<file path="config.mk">
export PLATFORM = sky130hd
export DESIGN_NAME = apbgpu_cmdq
export DESIGN_NICKNAME = d
export VERILOG_FILES = /design/src/rtl/apbgpu_pkg.sv /design/src/rtl/gpu_cmd_fifo.sv /design/src/rtl/apbgpu_cmdq.sv
export SDC_FILE = /design/constraint.sdc
export NUM_CORES = 1
export LEC_CHECK = 0
export ABC_CLOCK_PERIOD_IN_PS = 13500
export CORE_UTILIZATION = 29
export DETAILED_ROUTE_END_ITERATION = 8
export SYNTH_ARGS = -nofsm -noshare
export SYNTH_HDL_FRONTEND = slang
export SYNTH_SLANG_ARGS = --single-unit
export TNS_END_PERCENT = 100
</file>
<file path="constraint.sdc">
create_clock -name clk -period 13.5 [get_ports clk]
set_input_delay 2.7 -clock clk [delete_from_list [all_inputs] [get_ports clk]]
set_output_delay 2.7 -clock clk [all_outputs]
set_load 0.005 [all_outputs]
</file>
<file path="src/rtl/apbgpu_pkg.sv">
// Shared definitions for the APB GPU command queue: register indices,
// STATUS/CTRL bit positions and the command record.
package apbgpu_pkg;

  localparam logic [1:0] REG_CMD    = 2'd0;
  localparam logic [1:0] REG_STATUS = 2'd1;
  localparam logic [1:0] REG_CTRL   = 2'd2;

  localparam int STAT_COUNT_LSB = 0;
  localparam int STAT_COUNT_W   = 9;
  localparam int STAT_EMPTY_BIT = 9;
  localparam int STAT_FULL_BIT  = 10;
  localparam int STAT_OVF_BIT   = 11;

  localparam int CTRL_FLUSH_BIT   = 0;
  localparam int CTRL_CLR_OVF_BIT = 1;

  localparam int CMD_OPCODE_W = 4;
  localparam int CMD_PARAM_W  = 25;

  typedef struct packed {
    logic [CMD_OPCODE_W-1:0] opcode;
    logic [CMD_PARAM_W-1:0]  parameters;
  } cmd_t;

endpackage

</file>
<file path="src/rtl/gpu_cmd_fifo.sv">
// Synchronous FIFO with flush; head data reads as zero while empty so the
// command fields downstream are clean when nothing is queued.
module gpu_cmd_fifo #(
  parameter int WIDTH = 29,
  parameter int DEPTH = 8
) (
  input  logic                     clk,
  input  logic                     rst,
  input  logic                     push_i,
  input  logic [WIDTH-1:0]         data_i,
  input  logic                     pop_i,
  input  logic                     flush_i,
  output logic [WIDTH-1:0]         data_o,
  output logic                     full_o,
  output logic                     empty_o,
  output logic [$clog2(DEPTH):0]   count_o
);

  localparam int AW = $clog2(DEPTH);

  logic [WIDTH-1:0] mem_q [DEPTH];
  logic [AW-1:0]    wr_ptr_q, wr_ptr_d;
  logic [AW-1:0]    rd_ptr_q, rd_ptr_d;
  logic [AW:0]      count_q, count_d;
  logic             do_push, do_pop;

  assign full_o  = (count_q == (AW+1)'(DEPTH));
  assign empty_o = (count_q == '0);
  assign count_o = count_q;
  assign data_o  = empty_o ? '0 : mem_q[rd_ptr_q];

  assign do_push = push_i & ~full_o;
  assign do_pop  = pop_i & ~empty_o;

  // DEPTH is a power of two, so pointer increments wrap on their own.
  always_comb begin
    wr_ptr_d = wr_ptr_q;
    rd_ptr_d = rd_ptr_q;
    count_d  = count_q;
    if (flush_i) begin
      wr_ptr_d = '0;
      rd_ptr_d = '0;
      count_d  = '0;
    end else begin
      if (do_push) wr_ptr_d = wr_ptr_q + 1'b1;
      if (do_pop)  rd_ptr_d = rd_ptr_q + 1'b1;
      case ({do_push, do_pop})
        2'b10:   count_d = count_q + 1'b1;
        2'b01:   count_d = count_q - 1'b1;
        default: count_d = count_q;
      endcase
    end
  end

  always_ff @(posedge clk) begin
    if (rst) begin
      wr_ptr_q <= '0;
      rd_ptr_q <= '0;
      count_q  <= '0;
    end else begin
      wr_ptr_q <= wr_ptr_d;
      rd_ptr_q <= rd_ptr_d;
      count_q  <= count_d;
    end
  end

  always_ff @(posedge clk) begin
    if (do_push) mem_q[wr_ptr_q] <= data_i;
  end

endmodule

</file>
<file path="src/rtl/apbgpu_cmdq.sv">
// APB slave front end that queues GPU commands: CMD pushes, STATUS readback,
// CTRL flush / overflow clear, and wait-state or drop-with-error on a full queue.
module apbgpu_cmdq
  import apbgpu_pkg::*;
#(
  parameter int DATA_W   = 32,
  parameter int OPCODE_W = 4,
  parameter int PARAM_W  = 25,
  parameter int DEPTH    = 8,
  parameter int BLOCKING = 1
) (
  input  logic                clk,
  input  logic                rst,
  input  logic [31:0]         pAddr_i,
  input  logic [DATA_W-1:0]   pDataWrite_i,
  input  logic                pSel_i,
  input  logic                pEnable_i,
  input  logic                pWrite_i,
  output logic [DATA_W-1:0]   pDataRead_o,
  output logic                pReady_o,
  output logic                pSlvErr_o,
  output logic                cmd_valid_o,
  input  logic                cmd_ready_i,
  output logic [OPCODE_W-1:0] opcode_o,
  output logic [PARAM_W-1:0]  parameters_o
);

  localparam int CMD_W = OPCODE_W + PARAM_W;
  localparam int CW    = $clog2(DEPTH) + 1;

  logic [1:0]        reg_idx;
  logic              access, done;
  logic              cmd_wr, cmd_rd, stat_wr, stat_rd, ctrl_wr, unmapped;
  logic              fifo_full, fifo_empty;
  logic [CW-1:0]     fifo_count;
  logic [CMD_W-1:0]  push_data, head_data;
  logic              push, pop, flush, clr_ovf, drop;
  logic              ovf_q, ovf_d;
  logic [DATA_W-1:0] status_word;
  logic              err_cond;
  logic              unused_bits;

  assign reg_idx  = pAddr_i[3:2];
  assign access   = pSel_i & pEnable_i;
  assign cmd_wr   = access &  pWrite_i & (reg_idx == REG_CMD);
  assign cmd_rd   = access & ~pWrite_i & (reg_idx == REG_CMD);
  assign stat_wr  = access &  pWrite_i & (reg_idx == REG_STATUS);
  assign stat_rd  = access & ~pWrite_i & (reg_idx == REG_STATUS);
  assign ctrl_wr  = access &  pWrite_i & (reg_idx == REG_CTRL);
  assign unmapped = access & (reg_idx == 2'd3);

  // Full is taken from the registered count only: a pop this cycle does not
  // release a stalled write until the following cycle.
  assign pReady_o = ~((BLOCKING != 0) & cmd_wr & fifo_full);
  assign done     = access & pReady_o;

  assign drop     = (BLOCKING == 0) & cmd_wr & fifo_full;
  assign err_cond = unmapped | stat_wr | cmd_rd | drop;
  assign pSlvErr_o = done & err_cond;

  assign push    = done & cmd_wr & ~fifo_full;
  assign flush   = done & ctrl_wr & pDataWrite_i[CTRL_FLUSH_BIT];
  assign clr_ovf = done & ctrl_wr & pDataWrite_i[CTRL_CLR_OVF_BIT];
  assign pop     = cmd_valid_o & cmd_ready_i;

  assign push_data = {pDataWrite_i[DATA_W-1 -: OPCODE_W], pDataWrite_i[PARAM_W-1:0]};

  always_comb begin
    ovf_d = ovf_q;
    if (done & drop)  ovf_d = 1'b1;
    else if (clr_ovf) ovf_d = 1'b0;
  end

  always_ff @(posedge clk) begin
    if (rst) ovf_q <= 1'b0;
    else     ovf_q <= ovf_d;
  end

  always_comb begin
    status_word = '0;
    status_word[STAT_COUNT_LSB +: CW] = fifo_count;
    status_word[STAT_EMPTY_BIT]       = fifo_empty;
    status_word[STAT_FULL_BIT]        = fifo_full;
    status_word[STAT_OVF_BIT]         = ovf_q;
  end

  assign pDataRead_o = stat_rd ? status_word : '0;

  gpu_cmd_fifo #(
    .WIDTH (CMD_W),
    .DEPTH (DEPTH)
  ) u_fifo (
    .clk     (clk),
    .rst     (rst),
    .push_i  (push),
    .data_i  (push_data),
    .pop_i   (pop),
    .flush_i (flush),
    .data_o  (head_data),
    .full_o  (fifo_full),
    .empty_o (fifo_empty),
    .count_o (fifo_count)
  );

  assign cmd_valid_o  = ~fifo_empty;
  assign opcode_o     = head_data[CMD_W-1 -: OPCODE_W];
  assign parameters_o = head_data[PARAM_W-1:0];

  assign unused_bits = ^{pAddr_i, pDataWrite_i};

endmodule

</file>
==> metrics.md, run 1 <==
| Metric | Value |
|---|---|
| Post-synth top cells | `edfxtp_1 (232), mux4_2 (42), nor2_1 (41)` |
| Die area | `around 35000 µm²` |
| Setup Crit Path Kind | `primary input to output pin` |
| Num CTS Buffers | `26` |
| Via density per instance | `around 4.4` |
| Final period util | `between 50% and 60%` |
| MaxCap Viol Count | `0` |
| Pre-antenna DRT Iters | `4` |
| Footprint of the multi-input gates | `roughly 2400 µm²` |
| Critical Path End Type | `output pin` |
| Placed cell count | `995` |
| Final Hold Vio Count | `0` |
| Synthesized area per cell | `just over 20 µm²` |
| Distinct cells, synth | `40` |
| Total global routing overflow | `0` |
| Diode count | `0` |
| Clk_skew | `about 0.013 ns` |
| Most used cell, CP | `clkdlybuf4s50_1` |
| Global-route wire length before repair | `30100 µm` |
| Yosys top cell by area | `edfxtp_1` |
| Cell Count, Final, Fillers Out | `roughly 1000` |
| Psw | `about 310 µW` |
| DRT iter0 DRCs | `333` |
| Initial core utilization | `a little under 30%` |
| Most common cell in the netlist | `edfxtp_1` |
| Vias | `about 4600` |
| Worst slack at placement | `6.39 ns` |
| Final WL | `20000 µm` |
| Yosys top cell area share | `a little over two thirds` |
| Port Buffers | `74` |
| Gate Count Post-Synth | `between 400 and 500` |
| Setup TNS Final | `0 ns` |
| Max Fclk | `0.141 GHz` |
| WP data required | `10.80 ns` |
| Measured slew at the worst slew-check pin | `between 1 and 1.5 ns` |
| Relative slew slack | `roughly 29%` |
| Worst-skew pair later-pin latency | `~0.52 ns` |
| Crit path DAT | `roughly 4.4 ns` |
| Maximum VDD drop | `between 0.1 and 0.15 mV` |
| CP bufs+invs | `2` |
| Area delta synth->final | `20.9%` |
| Tightest Hold Check Type | `flop to flop` |
| CP max stage cell | `clkdlybuf4s50_1` |
| H-tree Lvls | `1` |
| Area of the core | `between 30000 and 40000 µm²` |
| Sequential Power Share | `51.6%` |
| WL/cell | `around 19 µm` |
| EDFF count, synth | `232` |
| Post-DRT Antenna Nets | `0` |
| Crit path cell chain | `clkdlybuf4s50_1 > nor2_1 > and4_1 > and2_1 > clkdlybuf4s50_1` |
| Total I/O pin count | `roughly 130` |
| Flip-flop and latch count after synthesis | `roughly 250` |
| DIE HEIGHT | `between 150 and 200 µm` |
| Worst path max stage delay | `~0.54 ns` |
| Root Buffer | `clkbuf_16` |
| Share of cells above drive strength 1 | `between 10% and 20%` |
| Asr flop ratio synth | `0%` |
| Post-CTS sizing | `0` |
| Type of origin of the critical path | `primary input` |
| Final Cell Area | `roughly 12000 µm²` |
| Int Power | `between 1000 and 1500 µW` |
| Post-DP HPWL | `11700 µm` |
| Clock sink count | `between 200 and 250` |
| Gpl congestion | `just under 0.7` |
| Core Rows | `between 60 and 70` |
| YS warnings | `0` |
| Slew Viols, Final | `0` |
| Area contributors post-synth | `edfxtp_1 (70%), mux4_2 (9.6%), mux4_1 (4.2%), mux2i_1 (3.1%), dfxtp_1 (2.6%)` |
| Worst-path fanout max | `6` |
| Cts hold-fix bufs | `0` |
| RSZ-0062 raised after global routing | `no` |
| Final net count | `650` |
| Initial antenna violation count | `1` |
| CTS tree | `yes` |
| Area after DPL | `roughly 11000 µm²` |
| CP top delay family | `buffers and inverters` |
| Mapped cell area | `slightly below 10000 µm²` |
| Part of the power in the clock network | `approximately 44%` |
| Die width | `~190 µm` |
| Sw frac | `about a fifth` |
| Setup Buffers After CTS | `0` |
| Static Leak | `roughly 0.0037 µW` |
| Pin count of the biggest net entering global routing | `39` |
| Fillcell total | `3154` |
| FF+latch area | `7230 µm²` |
| Prevailing post-synth register cell | `edfxtp_1` |
| CTS max path bufs | `3` |
| Drc violations | `0` |
| CTS clk-pin slew, worst paths | `0.06 ns` |
| Crit path setup slack, layout | `6.41 ns` |
| Status | `finished clean` |
| Setup Viol. Count Final | `0` |
| Sequential share of the synthesized area | `73.0%` |
| PwrDens | `135 nW/µm²` |
| Total GRT Usage | `between 10% and 20%` |
| Fin crit period | `7.09 ns` |
| Number of global-route vias before repair | `between 5000 and 6000` |
| Logic pwr share | `3.9%` |
## state kept, by name, indices dropped and copies added (netlist names), named ones only
signal,cells
u_fifo.mem_q,232
u_fifo.count_o,4
u_fifo.rd_ptr_q,3
u_fifo.wr_ptr_q,3
## path summary, 6_finish.rpt
kind | from | slack, ns | to | cells after the start
max | pAddr_i[3] | 6.41 | pDataRead_o[10] | 5
min | u_fifo.rd_ptr_q[1] | 0.54 | flop | 2
max reg2reg | u_fifo.count_o[0] | 10.02 | u_fifo.count_o[2] | 11
min reg2reg | u_fifo.rd_ptr_q[1] | 0.54 | flop | 2
## area by class of cell
cell class                 instances  share of cell area, %
multi-input combinational        212                   20.4
timing repair buffer              88                   7.07
inverter                           2                 0.0627
clock inverter                    18                   1.65
sequential                       245                   60.5
tap                              448                   4.68
clock buffer                      29                   5.71
## per-stage QoR
| stage | utilization (%) | total power, µW | hold slack (ns) |
|---|---|---|---|
| final | 35.7 | 1620 | 0.536 |
| after global routing | 35.7 | 1670 | 0.585 |
| after CTS | 35.7 | 1640 | 0.542 |
| after detailed placement | 33.1 | 918 | 0.529 |
| after global placement | 33.1 | 916 | 0.503 |
| after floorplan | - | 890 | 0.485 |
## logic make-up (layout without fill, tap and decap cells)
kind of cell	count (synthesis)	in the layout	synth area share (%)
flip-flops	245	245	73.0
multiplexers	89	89	16.9
AND/OR/NAND/NOR	75	75	4.28
buffers and inverters	53	137	3.83
AO/OA/AOI/OAI	9	9	0.506
XOR/XNOR	8	8	0.784
adder cells (fa/ha/maj)	5	5	0.632
other	1	26	0.0379
## tightest hold or removal path: cells and delay by family (launching register included)
family           cells  cell delay [ns]
flip-flops           1             0.31
multiplexers         1             0.12
AND/OR/NAND/NOR      1             0.06
## power groups by stage
stage	registers [µW]	clock network [µW]	logic, µW
floorplan	850	0	39.8
global placement	853	0	62.8
detailed placement	853	0	65.1
CTS	837	736	65.4
global route	837	763	69.5
finish	837	719	63.8
## per-layer routing
layer  global-route usage [%]  wire [µm]  vias up
li1                         -          -     2087
met1                     13.8       8340     2391
met2                     20.8      10500      112
met3                     2.56        894       23
met4                     2.40        300        2
met5                        0         11        -
## cells in the final DEF (no fill, tap or decap), types with 2 or more instances in the layout
cell type | synthesis | final
edfxtp_1 | 232 | 232
clkdlybuf4s50_1 | 0 | 74
mux4_2 | 42 | 42
nor2_1 | 41 | 40
mux2i_1 | 31 | 31
clkbuf_16 | 0 | 27
conb_1 | 1 | 26
mux4_1 | 16 | 16
buf_4 | 28 | 14
dfxtp_1 | 13 | 10
and2_1 | 7 | 7
clkinv_2 | 0 | 7
nand2_1 | 6 | 6
xor2_1 | 5 | 5
ha_1 | 5 | 5
a21oi_1 | 4 | 4
bufinv_16 | 0 | 4
nand3_1 | 3 | 3
clkinvlp_4 | 0 | 3
clkinv_1 | 0 | 3
inv_2 | 2 | 2
nor4b_4 | 1 | 2
nor3b_2 | 0 | 2
nor3_2 | 0 | 2
nor4b_2 | 2 | 2
xnor2_1 | 2 | 2
o21ai_0 | 2 | 2
dfxtp_2 | 0 | 2
clkbuf_1 | 10 | 2
Power figures use the tool's default switching activity.
==> run 2, diff against run 1 <==
--- a/config.mk
+++ b/config.mk
@@ -5,7 +5,7 @@
 export SDC_FILE = /design/constraint.sdc
 export NUM_CORES = 1
 export LEC_CHECK = 0
-export ABC_CLOCK_PERIOD_IN_PS = 13500
+export ABC_CLOCK_PERIOD_IN_PS = 6500
 export CORE_UTILIZATION = 29
 export DETAILED_ROUTE_END_ITERATION = 8
 export SYNTH_ARGS = -nofsm -noshare
==> constraint.sdc (replaced) <==
create_clock -name clk -period 6.5 [get_ports clk]
set_input_delay 1.3 -clock clk [delete_from_list [all_inputs] [get_ports clk]]
set_output_delay 1.3 -clock clk [all_outputs]
set_load 0.005 [all_outputs]
==> metrics.md, run 2 (same netlist as run 1, synthesis figures left out) <==
| Metric | Value |
|---|---|
| Status | `finished clean` |
| Final hold slack | `0.540 ns (+0.00429 ns)` |
| PwrDens | `278 nW/µm² (+110%)` |
| Diode count | `0 (unchanged)` |
| CP max stage cell | `dfxtp_4` |
| Maximum VDD drop | `0.177 mV (+74%)` |
| Worst slack at placement | `2.13 ns (-4.27 ns)` |
| Global-route wire length before repair | `30600 µm (+1.7%)` |
| Pre-antenna DRT Iters | `4 (unchanged)` |
| Crit path cell chain | `buf_4 > mux4_1 > mux2i_1 > nor2_1 > clkdlybuf4s50_1` |
| Root Buffer | `clkbuf_16` |
| Setup Buffers After CTS | `0 (unchanged)` |
| Footprint of the multi-input gates | `2440 µm² (unchanged)` |
| Largest register FFs | `232 (unchanged)` |
| H-tree Lvls | `1 (unchanged)` |
| CP top delay family | `flip-flops` |
| Worst-skew pair later-pin latency | `0.52 ns (about the same)` |
| Vias | `4711 (+2.1%)` |
| Drc violations | `0 (unchanged)` |
| Crit path DAT | `3.28 ns (-1.11 ns)` |
| Crit path setup slack, layout | `1.92 ns (-4.49 ns)` |
| Post-DRT Antenna Nets | `0 (unchanged)` |
| Tightest Hold Check Type | `flop to flop` |
| Final WL | `20400 µm (+1.8%)` |
| Worst-path fanout max | `45 (+39)` |
| Final Hold Vio Count | `0 (unchanged)` |
| Number of global-route vias before repair | `5081 (+1.4%)` |
| Commonest non-fill, non-tap cells in the layout | `edfxtp_1 (232), clkdlybuf4s50_1 (74), mux4_2 (42), nor2_1 (40), mux2i_1 (31)` |
| WP data required | `5.20 ns (-5.60 ns)` |
| Setup Viol. Count Final | `0 (unchanged)` |
| Post-DP HPWL | `12000 µm (+2.6%)` |
| Gpl congestion | `0.668 (-2.3%)` |
| Slew Viols, Final | `0 (unchanged)` |
| Setup Crit Path Kind | `flop to output pin` |
| Pin count of the biggest net entering global routing | `46 (+18%)` |
| WL/cell | `19.5 µm (+1.5%)` |
| Port Buffers | `74 (unchanged)` |
| Area delta synth->final | `20.9% (about the same)` |
| CTS tree | `yes` |
| FF+latch area | `7230 µm² (unchanged)` |
| Initial antenna violation count | `1 (unchanged)` |
| Critical Path End Type | `output pin` |
| Total global routing overflow | `0 (unchanged)` |
| Type of origin of the critical path | `flop` |
| Post-CTS sizing | `0 (unchanged)` |
| Initial core utilization | `29.5% (unchanged)` |
| Clk_skew | `0.0204 ns (+0.00712 ns)` |
| Via density per instance | `4.51 (+1.8%)` |
| Area of the core | `33500 µm² (unchanged)` |
| Final period util | `slightly above 70%` |
| Setup TNS Final | `0 ns (unchanged)` |
| Num CTS Buffers | `26 (unchanged)` |
| Relative slew slack | `25.0% (-4.4 points)` |
| CTS clk-pin slew, worst paths | `0.06 ns (about the same)` |
| Fillcell total | `3109 (-1.4%)` |
| Cts hold-fix bufs | `0 (unchanged)` |
| CTS max path bufs | `3 (unchanged)` |
| Die width | `187 µm (unchanged)` |
| Final net count | `654 (+0.62%)` |
| Core Rows | `67 (unchanged)` |
| Most common cell after layout, fill and taps aside | `edfxtp_1` |
| Fin crit period | `4.58 ns` |
| CP bufs+invs | `2 (unchanged)` |
| RSZ-0062 raised after global routing | `no` |
| Die area | `34900 µm² (unchanged)` |
| MaxCap Viol Count | `0 (unchanged)` |
| Largest Register | `u_fifo.mem_q` |
| DIE HEIGHT | `187 µm (unchanged)` |
| Total GRT Usage | `11.6% (+0.16 points)` |
| Total I/O pin count | `134 (unchanged)` |
| Static Leak | `0.00369 µW (+0.19%)` |
| Measured slew at the worst slew-check pin | `1.12 ns (+0.0634 ns)` |
| Share of cells above drive strength 1 | `18.9% (-0.60 points)` |
| DRT iter0 DRCs | `250 (-25%)` |
| Clock sink count | `245 (unchanged)` |
| Worst path max stage delay | `0.94 ns (+0.40 ns)` |
| Max Fclk | `roughly 0.22 GHz` |
run 2: worst min-delay path: stages, from the launching register on:
cell	delay (ns)
dfxtp_1	0.32
xor2_1	0.07
nor2_1	0.11
run 2: final timing paths:
path	from	endpoint	slack [ns]	cells after the start
hold / removal	u_fifo.rd_ptr_q[2]	flop	0.54	2
setup reg to reg	u_fifo.count_o[0]	u_fifo.count_o[2]	2.85	11
hold reg to reg	u_fifo.rd_ptr_q[2]	flop	0.54	2
setup / recovery	flop	opcode_o[3]	1.92	5
run 2: area by class of cell:
cell class | instances | share of cell area [%]
Clock buffer | 35 | 5.72
Timing Repair Buffer | 92 | 7.32
Tap cell | 448 | 4.68
Multi-Input combinational cell | 212 | 20.4
Sequential cell | 245 | 60.4
Inverter | 2 | 0.0627
Clock inverter | 11 | 1.40
run 2: power by group:
| part | switching [µW] | internal (µW) | leakage [µW] | total, µW |
|---|---|---|---|---|
| sequential | 12.3 | 1730 | 0.00219 | 1740 |
| combinational | 59.1 | 71.3 | 0.00109 | 130 |
| clock | 564 | 897 | 0.000413 | 1460 |
| total | 635 | 2700 | 0.00369 | 3330 |
run 2: per-stage QoR:
| step | std cells | power [µW] | cell area [µm²] | utilization [%] |
|---|---|---|---|---|
| finish | 1045 | 3330 | 12000 | 35.7 |
| global placement | 999 | 1900 | 11100 | 33.1 |
| global route | 1045 | 3430 | 12000 | 35.7 |
| floorplan | 510 | 1850 | 9990 | - |
| detailed placement | 999 | 1910 | 11100 | 33.1 |
| CTS | 1045 | 3370 | 12000 | 35.7 |
run 2: layer usage:
layer  share of wire [%]  up-vias  wire length, µm  global-route usage, %
li1                    -     2100                -                      -
met1                  43     2448             8690                   14.3
met2                  51      129            10400                   20.8
met3                 4.4       32              901                   2.39
met4                 1.8        2              365                   2.68
met5               0.054        -               11                      0
==> run 3, diff against run 2 <==
--- a/config.mk
+++ b/config.mk
@@ -5,7 +5,7 @@
 export SDC_FILE = /design/constraint.sdc
 export NUM_CORES = 1
 export LEC_CHECK = 0
-export ABC_CLOCK_PERIOD_IN_PS = 6500
+export ABC_CLOCK_PERIOD_IN_PS = 3800
 export CORE_UTILIZATION = 29
 export DETAILED_ROUTE_END_ITERATION = 8
 export SYNTH_ARGS = -nofsm -noshare
==> constraint.sdc (replaced) <==
create_clock -name clk -period 3.8 [get_ports clk]
set_input_delay 0.76 -clock clk [delete_from_list [all_inputs] [get_ports clk]]
set_output_delay 0.76 -clock clk [all_outputs]
set_load 0.005 [all_outputs]
==> metrics.md, run 3 (same netlist as run 1, synthesis figures left out) <==
| Metric | Value |
|---|---|
| Total power | `5720 µW (+72%)` |
| MaxCap Viol Count | `0 (unchanged)` |
| Core Rows | `67 (unchanged)` |
| Clock sink count | `245 (unchanged)` |
| DRT iter0 DRCs | `264 (+5.6%)` |
| Final WL | `19500 µm (-4.4%)` |
| Gpl congestion | `0.715 (+7.0%)` |
| Area of the core | `33500 µm² (unchanged)` |
| Setup Crit Path Kind | `flop to output pin` |
| Pin count of the biggest net entering global routing | `30 (-35%)` |
| Cts hold-fix bufs | `0 (unchanged)` |
| Die area | `34900 µm² (unchanged)` |
| H-tree Lvls | `1 (unchanged)` |
| Worst path max stage delay | `0.58 ns (-0.36 ns)` |
| Crit path DAT | `2.73 ns (-0.55 ns)` |
| RSZ-0062 raised after global routing | `no` |
| Footprint of the multi-input gates | `2470 µm² (+1.5%)` |
| Total GRT Usage | `11.2% (-0.37 points)` |
| Crit path setup slack, layout | `0.315 ns (-1.61 ns)` |
| Largest Register | `u_fifo.mem_q` |
| Static Leak | `0.00372 µW (+0.64%)` |
| WP data required | `3.04 ns (-2.16 ns)` |
| Max Fclk | `0.287 GHz` |
| Status | `finished clean` |
| Initial antenna violation count | `0 (-1)` |
| Commonest non-fill, non-tap cells in the layout | `edfxtp_1 (232), clkdlybuf4s50_1 (74), mux4_2 (42), nor2_1 (40), mux2i_1 (31)` |
| CTS max path bufs | `3 (unchanged)` |
| Clk_skew | `0.0153 ns (-0.00508 ns)` |
| Drc violations | `0 (unchanged)` |
| Worst-path fanout max | `28 (-38%)` |
| Via density per instance | `4.44 (-1.5%)` |
| Initial core utilization | `29.5% (unchanged)` |
| Area delta synth->final | `22.2%` |
| Slew Viols, Final | `0 (unchanged)` |
| Final net count | `657 (+0.46%)` |
| DIE HEIGHT | `187 µm (unchanged)` |
| Worst slack at placement | `0.380 ns (-1.75 ns)` |
| Area after DPL | `11200 µm² (+1.2%)` |
| Setup Buffers After CTS | `0 (unchanged)` |
| Vias | `4649 (-1.3%)` |
| Fillcell total | `3103 (-0.19%)` |
| Die width | `187 µm (unchanged)` |
| Port Buffers | `74 (unchanged)` |
| Relative slew slack | `46.3% (+21 points)` |
| Crit path cell chain | `buf_12 > mux4_1 > mux2i_1 > nor2_1 > clkdlybuf4s50_1` |
| Post-DP HPWL | `11900 µm (-0.86%)` |
| CP max stage cell | `mux4_1` |
| Final Hold Vio Count | `0 (unchanged)` |
| Worst-skew pair later-pin latency | `0.51 ns (about the same)` |
| Share of cells above drive strength 1 | `20.4% (+1.4 points)` |
| Measured slew at the worst slew-check pin | `0.804 ns (-0.312 ns)` |
| Total global routing overflow | `0 (unchanged)` |
| CTS clk-pin slew, worst paths | `0.06 ns (about the same)` |
| Diode count | `0 (unchanged)` |
| Critical Path End Type | `output pin` |
| CTS tree | `yes` |
| FF+latch area | `7230 µm² (unchanged)` |
| Final period util | `between 90% and 100%` |
| Post-CTS sizing | `0 (unchanged)` |
| Pre-antenna DRT Iters | `7 (+3)` |
| WL/cell | `18.6 µm (-4.6%)` |
| Tightest Hold Check Type | `flop to flop` |
| Type of origin of the critical path | `flop` |
| Fin crit period | `about 3.5 ns` |
| PwrDens | `473 nW/µm² (+70%)` |
| Maximum VDD drop | `0.298 mV (+68%)` |
| Largest register FFs | `232 (unchanged)` |
| Final Cell Area | `12100 µm² (+1.1%)` |
| Num CTS Buffers | `25 (-3.8%)` |
| Post-DRT Antenna Nets | `0 (unchanged)` |
| Most common cell after layout, fill and taps aside | `edfxtp_1` |
| Total I/O pin count | `134 (unchanged)` |
| Global-route wire length before repair | `29800 µm (-2.7%)` |
| Root Buffer | `clkbuf_16` |
| Setup Viol. Count Final | `0 (unchanged)` |
| Number of global-route vias before repair | `4908 (-3.4%)` |
## run 3: changes by cell type in the layout (fill, tap and decap cells not counted), sizes merged
cell | previous run | this run
bufinv | 4 | 5
clkbuf | 35 | 28
buf | 18 | 22
clkinvlp | 0 | 4
## run 3: where the power goes
part / switching [µW] / internal [µW] / total (µW)
clock: 967 / 1540 / 2510
sequential: 11.7 / 2960 / 2970
combinational: 110 / 126 / 236
## run 3: cell type report
type | instances | area share [%]
tap | 448 | 4.63
timing repair buffer | 96 | 8.01
multi-input combinational | 212 | 20.5
inverter | 2 | 0.0621
clock buffer | 28 | 5.27
sequential | 245 | 59.8
clock inverter | 16 | 1.77
## run 3: critical path: cells and delay by family, from the launching register on
family / cells / cell delay (ns)
AND/OR/NAND/NOR: 1 / 0.07
flip-flops: 1 / 0.56
buffers and inverters: 2 / 0.73
multiplexers: 2 / 0.80
## run 3: stage by stage
stage	utilization [%]	setup TNS [ns]	hold slack, ns	cells
after global routing	36.1	0	0.579	1047
after floorplan	-	-2.74	0.485	510
after CTS	36.1	0	0.550	1047
after detailed placement	33.5	0	0.538	1003
final	36.1	0	0.551	1047
after global placement	33.5	0	0.537	1003
## run 3: routing by layer
layer	vias up	routed length, µm	GRT usage (%)
li1	2099	-	-
met1	2394	7960	13.7
met2	128	10200	20.3
met3	28	1030	2.22
met4	0	323	2.71
met5	-	0	0
## run 3: path summary, 6_finish.rpt
path | from | end | slack (ns) | cells past startpoint
setup / recovery | flop | parameters_o[2] | 0.31 | 5
hold / removal | u_fifo.rd_ptr_q[2] | flop | 0.55 | 2
setup reg to reg | u_fifo.count_o[1] | u_fifo.count_o[2] | 0.88 | 11
hold reg to reg | u_fifo.rd_ptr_q[2] | flop | 0.55 | 2
